--- config.mk ---
export PLATFORM = sky130hd
export DESIGN_NAME = gate_bist_2in
export DESIGN_NICKNAME = d
export VERILOG_FILES = /design/src/rtl/gate_bist_2in.sv
export SDC_FILE = /design/constraint.sdc
export NUM_CORES = 1
export LEC_CHECK = 0
export BUFFER_PORTS_ARGS = -buffer_cell sky130_fd_sc_hd__buf_2
export CAP_MARGIN = 15
export CORE_MARGIN = 2
export CORE_UTILIZATION = 49
export CTS_CLUSTER_DIAMETER = 200
export DETAILED_ROUTE_END_ITERATION = 12
export PLACE_DENSITY = 0.82
export SYNTH_ARGS = -nofsm -noshare
export SYNTH_HDL_FRONTEND = slang
export SYNTH_SLANG_ARGS = --single-unit
--- constraint.sdc ---
create_clock -name clk -period 1.9 [get_ports clk]
set_input_delay 0.38 -clock clk [delete_from_list [all_inputs] [get_ports clk]]
set_output_delay 0.38 -clock clk [all_outputs]
set_load 0.005 [all_outputs]
--- src/rtl/gate_bist_2in.sv ---
// rtl/gate_bist_2in.sv - built-in self-test engine for a 2-input logic gate
//
// Purpose: steps gate inputs {a,b} through 00,01,10,11, holds each vector for
// SETTLE_CYCLES, samples gate_y for one cycle, and compares it against
// EXPECTED_TT[{a,b}]. It reports a per-vector fail mask, a mismatch count and
// a pass flag.
//
// Ports:
//   clk        in   rising-edge clock
//   reset      in   synchronous active-high reset
//   start      in   begin a run (sampled only in IDLE)
//   gate_y     in   output of the gate under test
//   gate_a     out  drive to gate input a
//   gate_b     out  drive to gate input b
//   busy       out  run in progress (APPLY/CHECK)
//   done       out  one-cycle pulse when a run completes
//   pass       out  last completed run had no mismatches
//   err_count  out  mismatching vectors in last run (0..4)
//   fail_mask  out  bit v set if vector v mismatched in last run
module gate_bist_2in #(
  parameter int unsigned SETTLE_CYCLES = 2,
  parameter logic [3:0]  EXPECTED_TT   = 4'b0001
) (
  input  logic       clk,
  input  logic       reset,
  input  logic       start,
  input  logic       gate_y,
  output logic       gate_a,
  output logic       gate_b,
  output logic       busy,
  output logic       done,
  output logic       pass,
  output logic [2:0] err_count,
  output logic [3:0] fail_mask
);

  typedef enum logic [1:0] {
    S_IDLE   = 2'd0,
    S_APPLY  = 2'd1,
    S_CHECK  = 2'd2,
    S_FINISH = 2'd3
  } state_t;

  localparam logic [3:0] LP_RELOAD = 4'(SETTLE_CYCLES - 1);

  state_t     r_state;
  state_t     w_next_state;

  logic [1:0] r_vec;
  logic [3:0] r_cnt;
  logic [3:0] r_mask;
  logic [2:0] r_errs;

  logic [1:0] w_vec_next;
  logic [3:0] w_cnt_next;
  logic [3:0] w_mask_next;
  logic [2:0] w_errs_next;
  logic       w_busy_next;
  logic       w_done_next;
  logic [1:0] w_ab_next;
  logic       w_load_results;
  logic       w_mismatch;

  // Four-state inequality: an X or Z on gate_y is a mismatch, never a match.
  assign w_mismatch = (gate_y !== EXPECTED_TT[r_vec]);

  // State register
  always_ff @(posedge clk) begin
    if (reset) begin
      r_state <= S_IDLE;
    end else begin
      r_state <= w_next_state;
    end
  end

  // Next-state logic
  always_comb begin
    w_next_state = r_state;
    case (r_state)
      S_IDLE:   if (start) w_next_state = S_APPLY;
      S_APPLY:  if (r_cnt == 4'd0) w_next_state = S_CHECK;
      S_CHECK:  w_next_state = (r_vec == 2'd3) ? S_FINISH : S_APPLY;
      S_FINISH: w_next_state = S_IDLE;
      default:  w_next_state = S_IDLE;
    endcase
  end

  // Output / datapath logic. Outputs are computed from the next state and
  // registered below, so every port is a flop aligned with the state register.
  always_comb begin
    w_vec_next  = r_vec;
    w_cnt_next  = r_cnt;
    w_mask_next = r_mask;
    w_errs_next = r_errs;
    case (r_state)
      S_IDLE: begin
        if (start) begin
          w_vec_next  = 2'd0;
          w_cnt_next  = LP_RELOAD;
          w_mask_next = 4'd0;
          w_errs_next = 3'd0;
        end
      end
      S_APPLY: begin
        if (r_cnt != 4'd0) w_cnt_next = r_cnt - 4'd1;
      end
      S_CHECK: begin
        if (w_mismatch) begin
          w_mask_next = r_mask | (4'b0001 << r_vec);
          w_errs_next = r_errs + 3'd1;
        end
        if (r_vec != 2'd3) begin
          w_vec_next = r_vec + 2'd1;
          w_cnt_next = LP_RELOAD;
        end
      end
      S_FINISH: begin
        w_vec_next = 2'd0;
      end
      default: begin
        w_vec_next = 2'd0;
      end
    endcase

    w_busy_next    = (w_next_state == S_APPLY) || (w_next_state == S_CHECK);
    w_done_next    = (w_next_state == S_FINISH);
    w_ab_next      = w_busy_next ? w_vec_next : 2'b00;
    // Results are published on entry to FINISH, including the last vector's
    // compare from this same CHECK cycle.
    w_load_results = (r_state == S_CHECK) && (w_next_state == S_FINISH);
  end

  // Datapath and registered outputs
  always_ff @(posedge clk) begin
    if (reset) begin
      r_vec     <= 2'd0;
      r_cnt     <= 4'd0;
      r_mask    <= 4'd0;
      r_errs    <= 3'd0;
      gate_a    <= 1'b0;
      gate_b    <= 1'b0;
      busy      <= 1'b0;
      done      <= 1'b0;
      pass      <= 1'b0;
      err_count <= 3'd0;
      fail_mask <= 4'd0;
    end else begin
      r_vec  <= w_vec_next;
      r_cnt  <= w_cnt_next;
      r_mask <= w_mask_next;
      r_errs <= w_errs_next;
      gate_a <= w_ab_next[1];
      gate_b <= w_ab_next[0];
      busy   <= w_busy_next;
      done   <= w_done_next;
      if (w_load_results) begin
        fail_mask <= w_mask_next;
        err_count <= w_errs_next;
        pass      <= (w_errs_next == 3'd0);
      end
    end
  end

endmodule
======== After elaboration in Yosys (flattened, before gate mapping) ========
Cells that the tools add are included.
storage, ports and cells
  logic and storage cells ................. 59
  bits in latches ......................... 0
  memories ................................ 0
  output and inout bits ................... 12
  input bits .............................. 4
  bits in registers ....................... 27
  RAM bits ................................ 0
  bits in read-only memories .............. 0
operators by class
  shifts and indexed selects .............. 1
  $lt $le $gt $ge ......................... 1
  div/mod/pow operators ................... 0
  add/subtract/negate cells ............... 3
  multipliers ............................. 0
  mux-type cells .......................... 19
  bitwise operators ....................... 2
  eq/ne operators ......................... 12
  reductions and logical operators ........ 9
operators with widths
  operator                                                     number
  2-to-1 mux 4 bit                                             5
  case mux 4 bit (3 select lines)                              1
  == test 2 bit (second input constant)                        5
  2-to-1 mux 2 bit                                             5
  != test 2 bit (second input constant)                        4
  case mux 2 bit (4 select lines)                              1
  case mux 4 bit (2 select lines)                              1
  2-to-1 mux 3 bit                                             2
  case mux 2 bit (3 select lines)                              1
  case mux 3 bit (2 select lines)                              1
  == test 2 x 1 -> 1 bit (second input constant)               2
  logical NOT 4 bit                                            1
  OR 4 bit                                                     1
  AND reduction 4 bit                                          1
  nonzero test 4 bit                                           1
  << shifter 1 x 2 -> 4 bit (first input constant)             1
  subtractor 4 x 1 -> 4 bit (second input constant)            1
  adder 3 x 1 -> 3 bit (second input constant)                 1
  logical NOT 3 bit                                            1
  less-than comparator 2 x 3 -> 1 bit (second input constant)  1
  nonzero test 3 bit                                           1
  adder 2 x 1 -> 2 bit (second input constant)                 1
  binary-select mux 1 bit (select 2 bit)                       1
  logical NOT 2 bit                                            1
  6 further kinds                                              6

======== Longest topological paths before layout ========
Gate-level depths: netlist (run 1).
  word-level depth ........................ 7
  depth in mapped cells ................... 11
  depth with buffers taken out ............ 9

======== Least setup slack after synthesis (run 1) ========
Ideal clock, no wire load.
  path kind ............................... flip-flop to flip-flop
  start point ............................. register r_cnt[0]
  end point ............................... register err_count[0]
  arrival time ............................ 1943 ps
  period minus slack after synthesis ...... 2077 ps
  path slack .............................. -177 ps
  required time ........................... 1766 ps
  cell stages (with the launch flop) ...... 12
  path through ............................ dfxtp_1 > inv_1 > ha_1 > or3b_4 > and2_4 > o21bai_1 > ha_1 > and2_0 > buf_2 > buf_4 > nor2_1 > a211oi_1
on the way
  word-level cells in the longest chain between the ends .. 5
RTL lines
  element                          RTL line  text
  from (decl)                      50        logic [3:0] r_cnt;
  from (signal assigned)           149       r_cnt <= w_cnt_next;
  logical NOT 4 bit                81        S_APPLY: if (r_cnt == 4'd0) w_next_state = S_CHECK;
  2-to-1 mux 2 bit                 81
  case mux 2 bit (4 select lines)  79        case (r_state)
  net w_next_state[0]              47        state_t w_next_state;
  == test 2 bit                    --
  net w_done_next                  59        logic w_done_next;
  logical AND 1 bit                130       w_load_results = (r_state == S_CHECK) && (w_next_state == S_FINISH);
  to (signal assigned)             158       err_count <= w_errs_next;
  to (decl)                        33        output logic [2:0] err_count,
The timed path passes the listed nets, and every way through them passes these cells.
A chain may end at the register's enable or synchronous reset.

======== Worst setup path in the final report (run 1) ========
  start point ............................. register r_cnt[1]
  end point ............................... register pass
on the way
  word-level cells in the longest chain between the ends .. 5
RTL lines
  element                          RTL line  text
  logical NOT 4 bit                81
  2-to-1 mux 2 bit                 81
  case mux 2 bit (4 select lines)  79
  net w_next_state[0]              47
  == test 2 bit                    --
  net w_done_next                  59
  logical AND 1 bit                130
  to (signal assigned)             159       pass <= (w_errs_next == 3'd0);
  to (decl)                        32        output logic pass,
The timed path passes the listed nets, and every way through them passes these cells.

==> results of run 1 <==
-- metal layers --
layer  GRT usage  wire [um]  up-vias
li1            -          -      471
met1       0.253       1130      444
met2       0.300       1160       22
met3      0.0169         70        8
met4      0.0940         71        0
met5           0          0        -
-- logic make-up after synthesis --
family          count (synthesis)  share of synthesized area
mux                             3                     0.0352
buf+inv                        14                     0.0714
compound gates                 24                      0.162
fa+ha+maj                       3                     0.0320
simple gates                   48                      0.224
flops                          27                      0.461
xor+xnor                        2                     0.0149
-- area by class of cell --
type / count / area share
repair buffers: 29 / 0.128
inverters: 6 / 0.0157
multi-input cells: 80 / 0.433
well taps: 28 / 0.0245
clock inverters: 1 / 0.00350
clock buffers: 3 / 0.0157
flip-flops and latches: 27 / 0.379
-- synthesized netlist by cell type, types with 2 or more instances --
master and instances:
sky130_fd_sc_hd__dfxtp_1 27, sky130_fd_sc_hd__nor2_1 16, sky130_fd_sc_hd__a211oi_1 8, sky130_fd_sc_hd__nor3_1 7
sky130_fd_sc_hd__inv_1 6, sky130_fd_sc_hd__nor2b_1 5, sky130_fd_sc_hd__a21oi_1 4, sky130_fd_sc_hd__nand2_1 4
sky130_fd_sc_hd__a41oi_1 3, sky130_fd_sc_hd__buf_6 3, sky130_fd_sc_hd__ha_1 3, sky130_fd_sc_hd__nand3_1 3
sky130_fd_sc_hd__and2_1 2, sky130_fd_sc_hd__buf_4 2, sky130_fd_sc_hd__clkbuf_1 2, sky130_fd_sc_hd__mux2_4 2
sky130_fd_sc_hd__nand2b_1 2, sky130_fd_sc_hd__xor2_1 2
-- where the power goes --
group	internal [W]	switching, W
combinational	0.0000925	0.0000846
clock	0.0000790	0.000170
sequential	0.000584	0.0000172
-- worst min path at each step --
| stage | end | depth (start not counted) | slack (ns) | start |
|---|---|---|---|---|
| 3_3_place_gp | r_mask[3] | 2 | 0.44 | r_mask[3] |
| 6_report | r_vec[0] | 3 | 0.38 | start |
| 5_1_grt | r_vec[0] | 3 | 0.39 | start |
| 2_1_floorplan | r_mask[3] | 2 | 0.43 | r_mask[3] |
| 4_1_cts | r_vec[0] | 3 | 0.38 | start |
| 3_5_place_dp | r_mask[3] | 2 | 0.45 | r_mask[3] |
-- flip-flops by register name, indices dropped and copies added, names as in the netlist --
| register | flops |
|---|---|
| r_mask | 4 |
| fail_mask | 4 |
| gate_b | 1 |
| done | 1 |
| r_errs | 3 |
| busy | 1 |
| err_count | 3 |
| r_state | 2 |
| gate_a | 1 |
| r_vec | 2 |
| r_cnt | 4 |
| pass | 1 |
-- worst register-to-register path, delay by kind of cell (launching register included) --
family | cells | cell delay (ns)
fa+ha+maj | 2 | 0.32
compound gates | 2 | 0.28
simple gates | 4 | 0.85
buf+inv | 2 | 0.19
flops | 1 | 0.35
-- through the flow --
stage	instances	total power [W]	hold WS [ns]	TNS, ns	area, um^2
6_report	174	0.00103	0.382	-0.999	1430
3_5_place_dp	166	0.000754	0.449	-1.45	1300
5_1_grt	174	0.00107	0.390	-1.69	1430
4_1_cts	172	0.00101	0.382	-0.812	1390
3_3_place_gp	166	0.000749	0.439	-0.756	1300
2_1_floorplan	121	0.000706	0.428	-0.936	1180
-- timing repair --
action	CTS	global route
pin swaps	3	3
resized for setup	14	8
setup buffers	1	2
gates cloned	1	0
endpoints found under the setup margin	8	9
==> results.ini, run 1 <==
[clock_network]
cts_hold_buffers=0
cts-root-buf=sky130_fd_sc_hd__clkbuf_4
tritoncts_buffer_count=3
clock_tree.htree_level_count=1
clockBufferDepth=2
clock_sink_count=27
skew_pair_late_insertion_delay_ns=0.33
tritoncts_clock_tree=built
cts.reportedPaths.clkPinSlew_ns=0.14

[worst_setup_path]
worst_path_max_delay_cell=sky130_fd_sc_hd__or3b_4
timing.rr.start=r_cnt[1]
crit-reg2reg-capture=pass
worst_reg_to_reg_path_cell_count=10
timing.critical_path.from_type=flip-flop
cp_cell_sequence=inv_2 -> ha_4 -> or3b_4 -> and2_4 -> o21bai_4 -> ha_2 -> and2_4 -> buf_6 -> nor3b_2 -> a41o_1
cp-endpoint=pass
critPathMaxFanout=7
criticalPathCategory=flip-flop to flip-flop
cp_num_cells=10
cp_common_cell=sky130_fd_sc_hd__and2_4
critical_path.n_buffers_inverters=2
path_delay_family=simple AND/OR/NAND/NOR gates
cp.arrival_ns=2.32
critPathRequiredTime_ns=2.18
setup.worst_path.end_class=flip-flop
timing.reg2reg.setup_slack_ns=-0.14
critPathMaxStageDelay_ns=0.40
worst_setup_path_startpoint=r_cnt[1]

[cells_and_area]
most_common_cell_after_layout_fill_and_taps_aside=sky130_fd_sc_hd__dfxtp_1
post-route-util=0.641
final_cell_mix=sky130_fd_sc_hd__dfxtp_1 (25), sky130_fd_sc_hd__buf_2 (15), sky130_fd_sc_hd__buf_4 (13), sky130_fd_sc_hd__nor2_1 (12), sky130_fd_sc_hd__nor3_1 (7)
finish.net_count=154
post_route_cells_drive_above_1_share=0.418
antennaDiodeCount=0
fillerInstances=183
ff_latch_area_um2=543
multi_input_area_um2=619
area_growth_syn_to_layout_pct=22.0

[global_routing]
via_count_of_the_first_global_routing_pass=863
gr-usage-all-layers=0.188
pin_count_of_the_biggest_net_entering_global_routing=23
grt_antenna_before_repair=0
global_route_wire_length_before_repair_mm=3.84
grt_overflow_total=0

[drt]
via_per_inst=5.43
via_total_after_detailed_routing=945
violation_count_after_the_first_detailed_routing_iteration=12
drc_errors=0
drt_first_pass_iters=4
antenna_left=0
average_detailed_routed_wire_length_per_instance_um=14.0
routed_wirelength_mm=2.43

[run_status]
status=complete, but fails checks
violated_checks=setup timing

[placement]
worst_setup_slack_post_dpl_ns=-0.245
port-buffer-count=15
detailedPlacementHpwl_mm=1.55
gpl.final_weighted_congestion=0.804

[power_and_ir_drop]
p_leak_nw=0.577
ir_drop_mv=0.451
powerDensity_mw_per_mm2=718

[floorplanning]
initial_core_util=0.525
placeable_core_region_mm2=0.00223
rows=17
num_io_pins=16
die_w_um=52.9
design.die.area_mm2=0.00280
die-height_um=52.9

[sta]
timing.final.ws_setup_ns=-0.142
final_min_period_over_clock_period=1.07
report.final.slew_viol_count=0
fmaxAchievable_mhz=490
grt_setup_unrepaired=true
worst_clock_skew_ns=0.00452
finalCriticalPeriod_ns=2.04
worst-slew-pin-transition_ns=0.572
total_count_of_hold_check_failures_in_the_final_report=0
max_slew_margin=0.616
setup_viol_count_final=8

[run]
max_cap_violations=0

[logic_synthesis]
syn_area_per_cell_um2=9.70
synth_cell_type_count=38
yosysSeqAreaShare=0.461
syn_area_mm2=0.00117
synth_cells=121
synth_top_area_share=0.461
synth_edf_count=0
synth.yosys.warnings=0
postSynth.topFlopCell=sky130_fd_sc_hd__dfxtp_1
postSynth.asyncResetShare=0
synth.net_count=128
ys_top_cells_by_area=sky130_fd_sc_hd__dfxtp_1 (46%), sky130_fd_sc_hd__a211oi_1 (5.1%), sky130_fd_sc_hd__nor2_1 (5.1%)
synth_largest_area_cell=sky130_fd_sc_hd__dfxtp_1
ys_seq_elements=27

[min_path]
timing.hold.worst.class=input port to flip-flop

(Power assumes the default switching activity.)
==> run 2: changes to the inputs <==
--- a/config.mk
+++ b/config.mk
@@ -8,10 +8,10 @@
 export BUFFER_PORTS_ARGS = -buffer_cell sky130_fd_sc_hd__buf_2
 export CAP_MARGIN = 15
 export CORE_MARGIN = 2
-export CORE_UTILIZATION = 49
+export CORE_UTILIZATION = 50
 export CTS_CLUSTER_DIAMETER = 200
 export DETAILED_ROUTE_END_ITERATION = 12
-export PLACE_DENSITY = 0.82
+export PLACE_DENSITY = 0.81
 export SYNTH_ARGS = -nofsm -noshare
 export SYNTH_HDL_FRONTEND = slang
 export SYNTH_SLANG_ARGS = --single-unit
==> constraint.sdc (replaced) <==
create_clock -name clk -period 2.6 [get_ports clk]
set_input_delay 0.52 -clock clk [delete_from_list [all_inputs] [get_ports clk]]
set_output_delay 0.52 -clock clk [all_outputs]
set_load 0.005 [all_outputs]
==> results.ini, run 2 (same netlist as run 1, synthesis figures left out) <==
[cells_and_area]
antennaDiodeCount=0  ; unchanged
most_common_cell_after_layout_fill_and_taps_aside=sky130_fd_sc_hd__dfxtp_1
finish.net_count=141  ; -8.4%
multi_input_area_um2=549  ; -11%
final_area_mm2=0.00126  ; -12%
fin_cells=161  ; -7.5%
area_growth_syn_to_layout_pct=7.14
post_route_cells_drive_above_1_share=0.233  ; -0.185
ff_latch_area_um2=541  ; -0.46%
post-route-util=0.568  ; -0.0725
layout_top_registers=fail_mask (4), r_cnt (4), r_mask (4)
final_cell_mix=sky130_fd_sc_hd__dfxtp_1 (27), sky130_fd_sc_hd__nor2_1 (16), sky130_fd_sc_hd__buf_2 (15), sky130_fd_sc_hd__a211oi_1 (8), sky130_fd_sc_hd__nor3_1 (7)
fillerInstances=217  ; +19%

[worst_setup_path]
critPathMaxStageDelay_ns=0.40  ; about the same
critPathRequiredTime_ns=2.89  ; +0.71 ns
criticalPathCategory=flip-flop to flip-flop
critPathMaxFanout=14  ; +7
cp_common_cell=sky130_fd_sc_hd__ha_1
worst_path_max_delay_cell=sky130_fd_sc_hd__or3b_4
critical_path.n_buffers_inverters=2  ; unchanged
cp_cell_sequence=inv_1 -> ha_1 -> or3b_4 -> and2_4 -> o21bai_1 -> ha_1 -> and2_0 -> buf_4 -> nor3b_1 -> a41o_1
timing.critical_path.from_type=flip-flop
setup.worst_path.end_class=flip-flop
path_delay_family=simple AND/OR/NAND/NOR gates
cp.arrival_ns=2.51  ; +0.19 ns

[sta]
max_slew_margin=0.647  ; +0.0306
hold_slack_ns=0.479  ; +0.0970 ns
total_count_of_hold_check_failures_in_the_final_report=0  ; unchanged
worst_clock_skew_ns=0.0149  ; +0.0104 ns
fin_setup_tns_ns=0  ; +0.999 ns
finalCriticalPeriod_ns=2.22  ; +0.182 ns
fmaxAchievable_mhz=450  ; -8.2%
report.final.slew_viol_count=0  ; unchanged
worst-slew-pin-transition_ns=0.526  ; -0.0456 ns
grt_setup_unrepaired=false
final_min_period_over_clock_period=0.855  ; -0.220
setup_viol_count_final=0  ; -8

[clock_network]
clockBufferDepth=2  ; unchanged
cts_hold_buffers=0  ; unchanged
skew_pair_late_insertion_delay_ns=0.33  ; about the same
number_of_cells_upsized_or_downsized_after_cts=0  ; -14
clock_sink_count=27  ; unchanged
clock_tree.htree_level_count=1  ; unchanged
cts-root-buf=sky130_fd_sc_hd__clkbuf_4
cts.reportedPaths.clkPinSlew_ns=0.15  ; about the same
tritoncts_buffer_count=3  ; unchanged
tritoncts_clock_tree=built
cts_setup_buffers=0  ; -1

[global_routing]
grt_antenna_before_repair=0  ; unchanged
via_count_of_the_first_global_routing_pass=875  ; +1.4%
gr-usage-all-layers=0.175  ; -0.0132
global_route_wire_length_before_repair_mm=3.61  ; -6.1%
grt_overflow_total=0  ; unchanged
pin_count_of_the_biggest_net_entering_global_routing=23  ; unchanged

[floorplanning]
rows=17  ; unchanged
design.die.area_mm2=0.00275  ; -1.8%
die-height_um=52.5  ; -0.93%
placeable_core_region_mm2=0.00221  ; -0.95%
initial_core_util=0.531  ; +0.00505
die_w_um=52.5  ; -0.93%
num_io_pins=16  ; unchanged

[run]
max_cap_violations=0  ; unchanged

[drt]
drc_errors=0  ; unchanged
violation_count_after_the_first_detailed_routing_iteration=11  ; -1
via_per_inst=5.57  ; +2.6%
routed_wirelength_mm=2.08  ; -14%
drt_first_pass_iters=4  ; unchanged
antenna_left=0  ; unchanged
average_detailed_routed_wire_length_per_instance_um=12.9  ; -7.5%
via_total_after_detailed_routing=897  ; -5.1%

[placement]
placedInstanceArea_mm2=0.00123  ; -5.4%
port-buffer-count=15  ; unchanged
detailedPlacementHpwl_mm=1.51  ; -2.3%
gpl.final_weighted_congestion=0.779  ; -3.2%
numPlacedInstances=157  ; -5.4%

[min_path]
timing.hold.worst.class=flip-flop to flip-flop

[power_and_ir_drop]
p_leak_nw=0.490  ; -15%
ir_drop_mv=0.280  ; -38%
powerDensity_mw_per_mm2=560  ; -22%

[run_status]
status=finished, final reports clean

run 2: cell types whose count changed in the layout (fill, tap and decap cells not counted), sizes merged:
| cell | change |
|---|---|
| buf | -13 |
run 2: final timing paths:
path | start | to | slack (ns) | depth (start not counted)
max | r_cnt[0] | pass | 0.38 | 10
min | r_mask[3] | r_mask[3] | 0.48 | 2
max reg2reg | r_cnt[0] | pass | 0.38 | 10
min reg2reg | r_mask[3] | r_mask[3] | 0.48 | 2
run 2: layout make-up:
class	instances	area share
well taps	28	0.0279
clock inverters	1	0.00398
flip-flops and latches	27	0.430
inverters	6	0.0179
clock buffers	3	0.0179
repair buffers	16	0.0657
multi-input cells	80	0.437
run 2: per-layer routing:
metal  GRT usage  wire (um)  vias up
li1            -          -      441
met1       0.215        981      434
met2       0.298        988       20
met3      0.0286         90        2
met4      0.0769         19        0
met5           0          0        -
run 2: power breakdown:
group	switching, W	internal, W	total, W
registers	0.0000135	0.000427	0.000440
clock network	0.000123	0.0000577	0.000181
logic	0.0000436	0.0000396	0.0000833
total	0.000180	0.000524	0.000704
run 2: worst min-delay path, stage by stage, from the launching register on:
cell and delay (ns):
sky130_fd_sc_hd__dfxtp_1 0.33, sky130_fd_sc_hd__a41oi_1 0.05, sky130_fd_sc_hd__nor2_1 0.07
run 2: metrics by stage:
| stage | power [W] | setup WS, ns |
|---|---|---|
| 6_report | 0.000704 | 0.376 |
| 5_1_grt | 0.000737 | 0.159 |
| 4_1_cts | 0.000710 | 0.360 |
| 3_5_place_dp | 0.000532 | 0.411 |
| 3_3_place_gp | 0.000528 | 0.501 |
| 2_1_floorplan | 0.000515 | 0.523 |
==> run 3: changes to the inputs <==
--- a/config.mk
+++ b/config.mk
@@ -8,10 +8,10 @@
 export BUFFER_PORTS_ARGS = -buffer_cell sky130_fd_sc_hd__buf_2
 export CAP_MARGIN = 15
 export CORE_MARGIN = 2
-export CORE_UTILIZATION = 50
+export CORE_UTILIZATION = 49
 export CTS_CLUSTER_DIAMETER = 200
 export DETAILED_ROUTE_END_ITERATION = 12
-export PLACE_DENSITY = 0.81
+export PLACE_DENSITY = 0.82
 export SYNTH_ARGS = -nofsm -noshare
 export SYNTH_HDL_FRONTEND = slang
 export SYNTH_SLANG_ARGS = --single-unit
==> constraint.sdc (replaced) <==
create_clock -name clk -period 2 [get_ports clk]
set_input_delay 0.4 -clock clk [delete_from_list [all_inputs] [get_ports clk]]
set_output_delay 0.4 -clock clk [all_outputs]
set_load 0.005 [all_outputs]
==> results.ini, run 3 (same netlist as run 1, synthesis figures left out) <==
[run_status]
status=complete, but fails checks
violated_checks=setup timing

[worst_setup_path]
worst_setup_path_startpoint=r_cnt[1]
critPathRequiredTime_ns=2.26  ; -0.63 ns
criticalPathCategory=flip-flop to flip-flop
crit-reg2reg-capture=err_count[2]
cp.arrival_ns=2.33  ; -0.18 ns
critPathMaxFanout=6  ; -8
timing.critical_path.from_type=flip-flop
setup.worst_path.end_class=flip-flop
worst_reg_to_reg_path_cell_count=10  ; unchanged
timing.reg2reg.setup_slack_ns=-0.06  ; -0.44 ns
timing.rr.start=r_cnt[1]

[cells_and_area]
fillerInstances=203  ; -6.5%
finish.net_count=150  ; +6.4%
final_cell_mix=sky130_fd_sc_hd__dfxtp_1 (25), sky130_fd_sc_hd__buf_2 (16), sky130_fd_sc_hd__nor2_1 (14), sky130_fd_sc_hd__nor3_1 (7), sky130_fd_sc_hd__buf_4 (7)
multi_input_area_um2=627  ; +14%
post-route-util=0.631  ; +0.0629
ff_latch_area_um2=543  ; +0.46%
layout_top_registers=fail_mask (4), r_cnt (4), r_mask (4)
post_route_cells_drive_above_1_share=0.387  ; +0.154
most_common_cell_after_layout_fill_and_taps_aside=sky130_fd_sc_hd__dfxtp_1
antennaDiodeCount=0  ; unchanged
area_growth_syn_to_layout_pct=20.1

[clock_network]
cts_hold_buffers=0  ; unchanged
cts.reportedPaths.clkPinSlew_ns=0.15  ; about the same
skew_pair_late_insertion_delay_ns=0.33  ; about the same
clockBufferDepth=2  ; unchanged
clock_sink_count=27  ; unchanged
tritoncts_buffer_count=3  ; unchanged
cts-root-buf=sky130_fd_sc_hd__clkbuf_4
tritoncts_clock_tree=built
clock_tree.htree_level_count=1  ; unchanged

[placement]
port-buffer-count=15  ; unchanged
gpl.final_weighted_congestion=0.796  ; +2.2%
detailedPlacementHpwl_mm=1.68  ; +11%

[floorplanning]
placeable_core_region_mm2=0.00223  ; +0.96%
die-height_um=52.9  ; +0.93%
design.die.area_mm2=0.00280  ; +1.9%
rows=17  ; unchanged
die_w_um=52.9  ; +0.93%
num_io_pins=16  ; unchanged
initial_core_util=0.525  ; -0.00505

[drt]
met1Wirelength_mm=1.05  ; +6.9%
violation_count_after_the_first_detailed_routing_iteration=14  ; +3
average_detailed_routed_wire_length_per_instance_um=14.4  ; +11%
antenna_left=0  ; unchanged
drc_errors=0  ; unchanged
drt_first_pass_iters=4  ; unchanged
uppermost_routed_layer=met4
met2RoutedLength_mm=1.28  ; +29%
via_per_inst=5.58  ; about the same
routed_wirelength_mm=2.44  ; +17%
met3_wirelength_um=78  ; -13%
via_total_after_detailed_routing=948  ; +5.7%

[power_and_ir_drop]
ir_drop_mv=0.386  ; +38%
powerDensity_mw_per_mm2=692  ; +24%
p_leak_nw=0.556  ; +13%

[sta]
max_slew_margin=0.587  ; -0.0601
timing.final.ws_setup_ns=-0.0624  ; -0.438 ns
report.final.slew_viol_count=0  ; unchanged
fmaxAchievable_mhz=485  ; +7.8%
worst_clock_skew_ns=0.00395  ; -0.0110 ns
total_count_of_hold_check_failures_in_the_final_report=0  ; unchanged
worst-slew-pin-transition_ns=0.616  ; +0.0896 ns
setup_viol_count_final=7  ; +7
hold_slack_ns=0.392  ; -0.0871 ns
grt_setup_unrepaired=true
final_min_period_over_clock_period=1.03  ; +0.176
finalCriticalPeriod_ns=2.06  ; -0.162 ns

[global_routing]
pin_count_of_the_biggest_net_entering_global_routing=23  ; unchanged
gr-usage-all-layers=0.198  ; +0.0229
global_route_wire_length_before_repair_mm=3.94  ; +9.2%
grt_overflow_total=0  ; unchanged
grt_antenna_before_repair=0  ; unchanged
via_count_of_the_first_global_routing_pass=942  ; +7.7%

[min_path]
holdCritStartpoint=start
hold-path-cell-count=3  ; +1
timing.hold.worst.class=input port to flip-flop
hold_path_end=r_vec[0]

[run]
max_cap_violations=0  ; unchanged

[run 3: changes by cell type in the layout (fill, tap and decap cells not counted), sizes merged]
cell  delta
buf      +9
[run 3: metal layers]
layer	global-route usage	vias to the layer above
met3	0.0282	4
met1	0.218	466
met5	0	-
li1	-	460
met2	0.365	18
met4	0.0983	0
[run 3: final cells by class]
class	instances	area share
clock buffer	3	0.0160
tap	28	0.0248
sequential	27	0.385
inverter	6	0.0160
timing repair buffer	25	0.110
multi-input combinational	80	0.445
clock inverter	1	0.00355
[run 3: worst max-delay path by stage]
stage	endpoint	slack [ns]	cells past startpoint
5_1_grt	err_count[2]	-0.12	10
3_3_place_gp	err_count[1]	-0.09	10
4_1_cts	err_count[2]	-0.08	10
2_1_floorplan	err_count[0]	-0.03	11
6_report	err_count[2]	-0.06	10
3_5_place_dp	err_count[1]	-0.18	10
[run 3: worst max-delay path: stages, from the launching register on]
cell and delay [ns]:
sky130_fd_sc_hd__dfxtp_2 0.35, sky130_fd_sc_hd__inv_2 0.07, sky130_fd_sc_hd__ha_4 0.12, sky130_fd_sc_hd__or3b_4 0.40, sky130_fd_sc_hd__and2_4 0.16, sky130_fd_sc_hd__o21bai_4 0.18
sky130_fd_sc_hd__ha_4 0.17, sky130_fd_sc_hd__and2_4 0.14, sky130_fd_sc_hd__buf_6 0.12, sky130_fd_sc_hd__buf_6 0.12, sky130_fd_sc_hd__a211oi_2 0.17
[run 3: per-stage QoR]
stage | setup WS (ns) | cells | TNS [ns] | total power [W] | cell area (um^2)
2_1_floorplan | -0.0275 | 121 | -0.166 | 0.000670 | 1180
3_3_place_gp | -0.0912 | 164 | -0.275 | 0.000707 | 1280
3_5_place_dp | -0.176 | 164 | -0.997 | 0.000712 | 1280
4_1_cts | -0.0840 | 170 | -0.316 | 0.000968 | 1380
5_1_grt | -0.116 | 170 | -0.590 | 0.00102 | 1410
6_report | -0.0624 | 170 | -0.229 | 0.000975 | 1410
[run 3: power breakdown]
| part | internal (W) | switching, W |
|---|---|---|
| clock network | 0.0000753 | 0.000167 |
| registers | 0.000555 | 0.0000163 |
| logic | 0.0000835 | 0.0000785 |
[run 3: repair_timing]
action,4_1_cts,5_1_grt
cloned,1,0
setup endpoints to repair,8,8
gates resized for setup,16,5
setup buffers,1,0
pin swaps,4,4
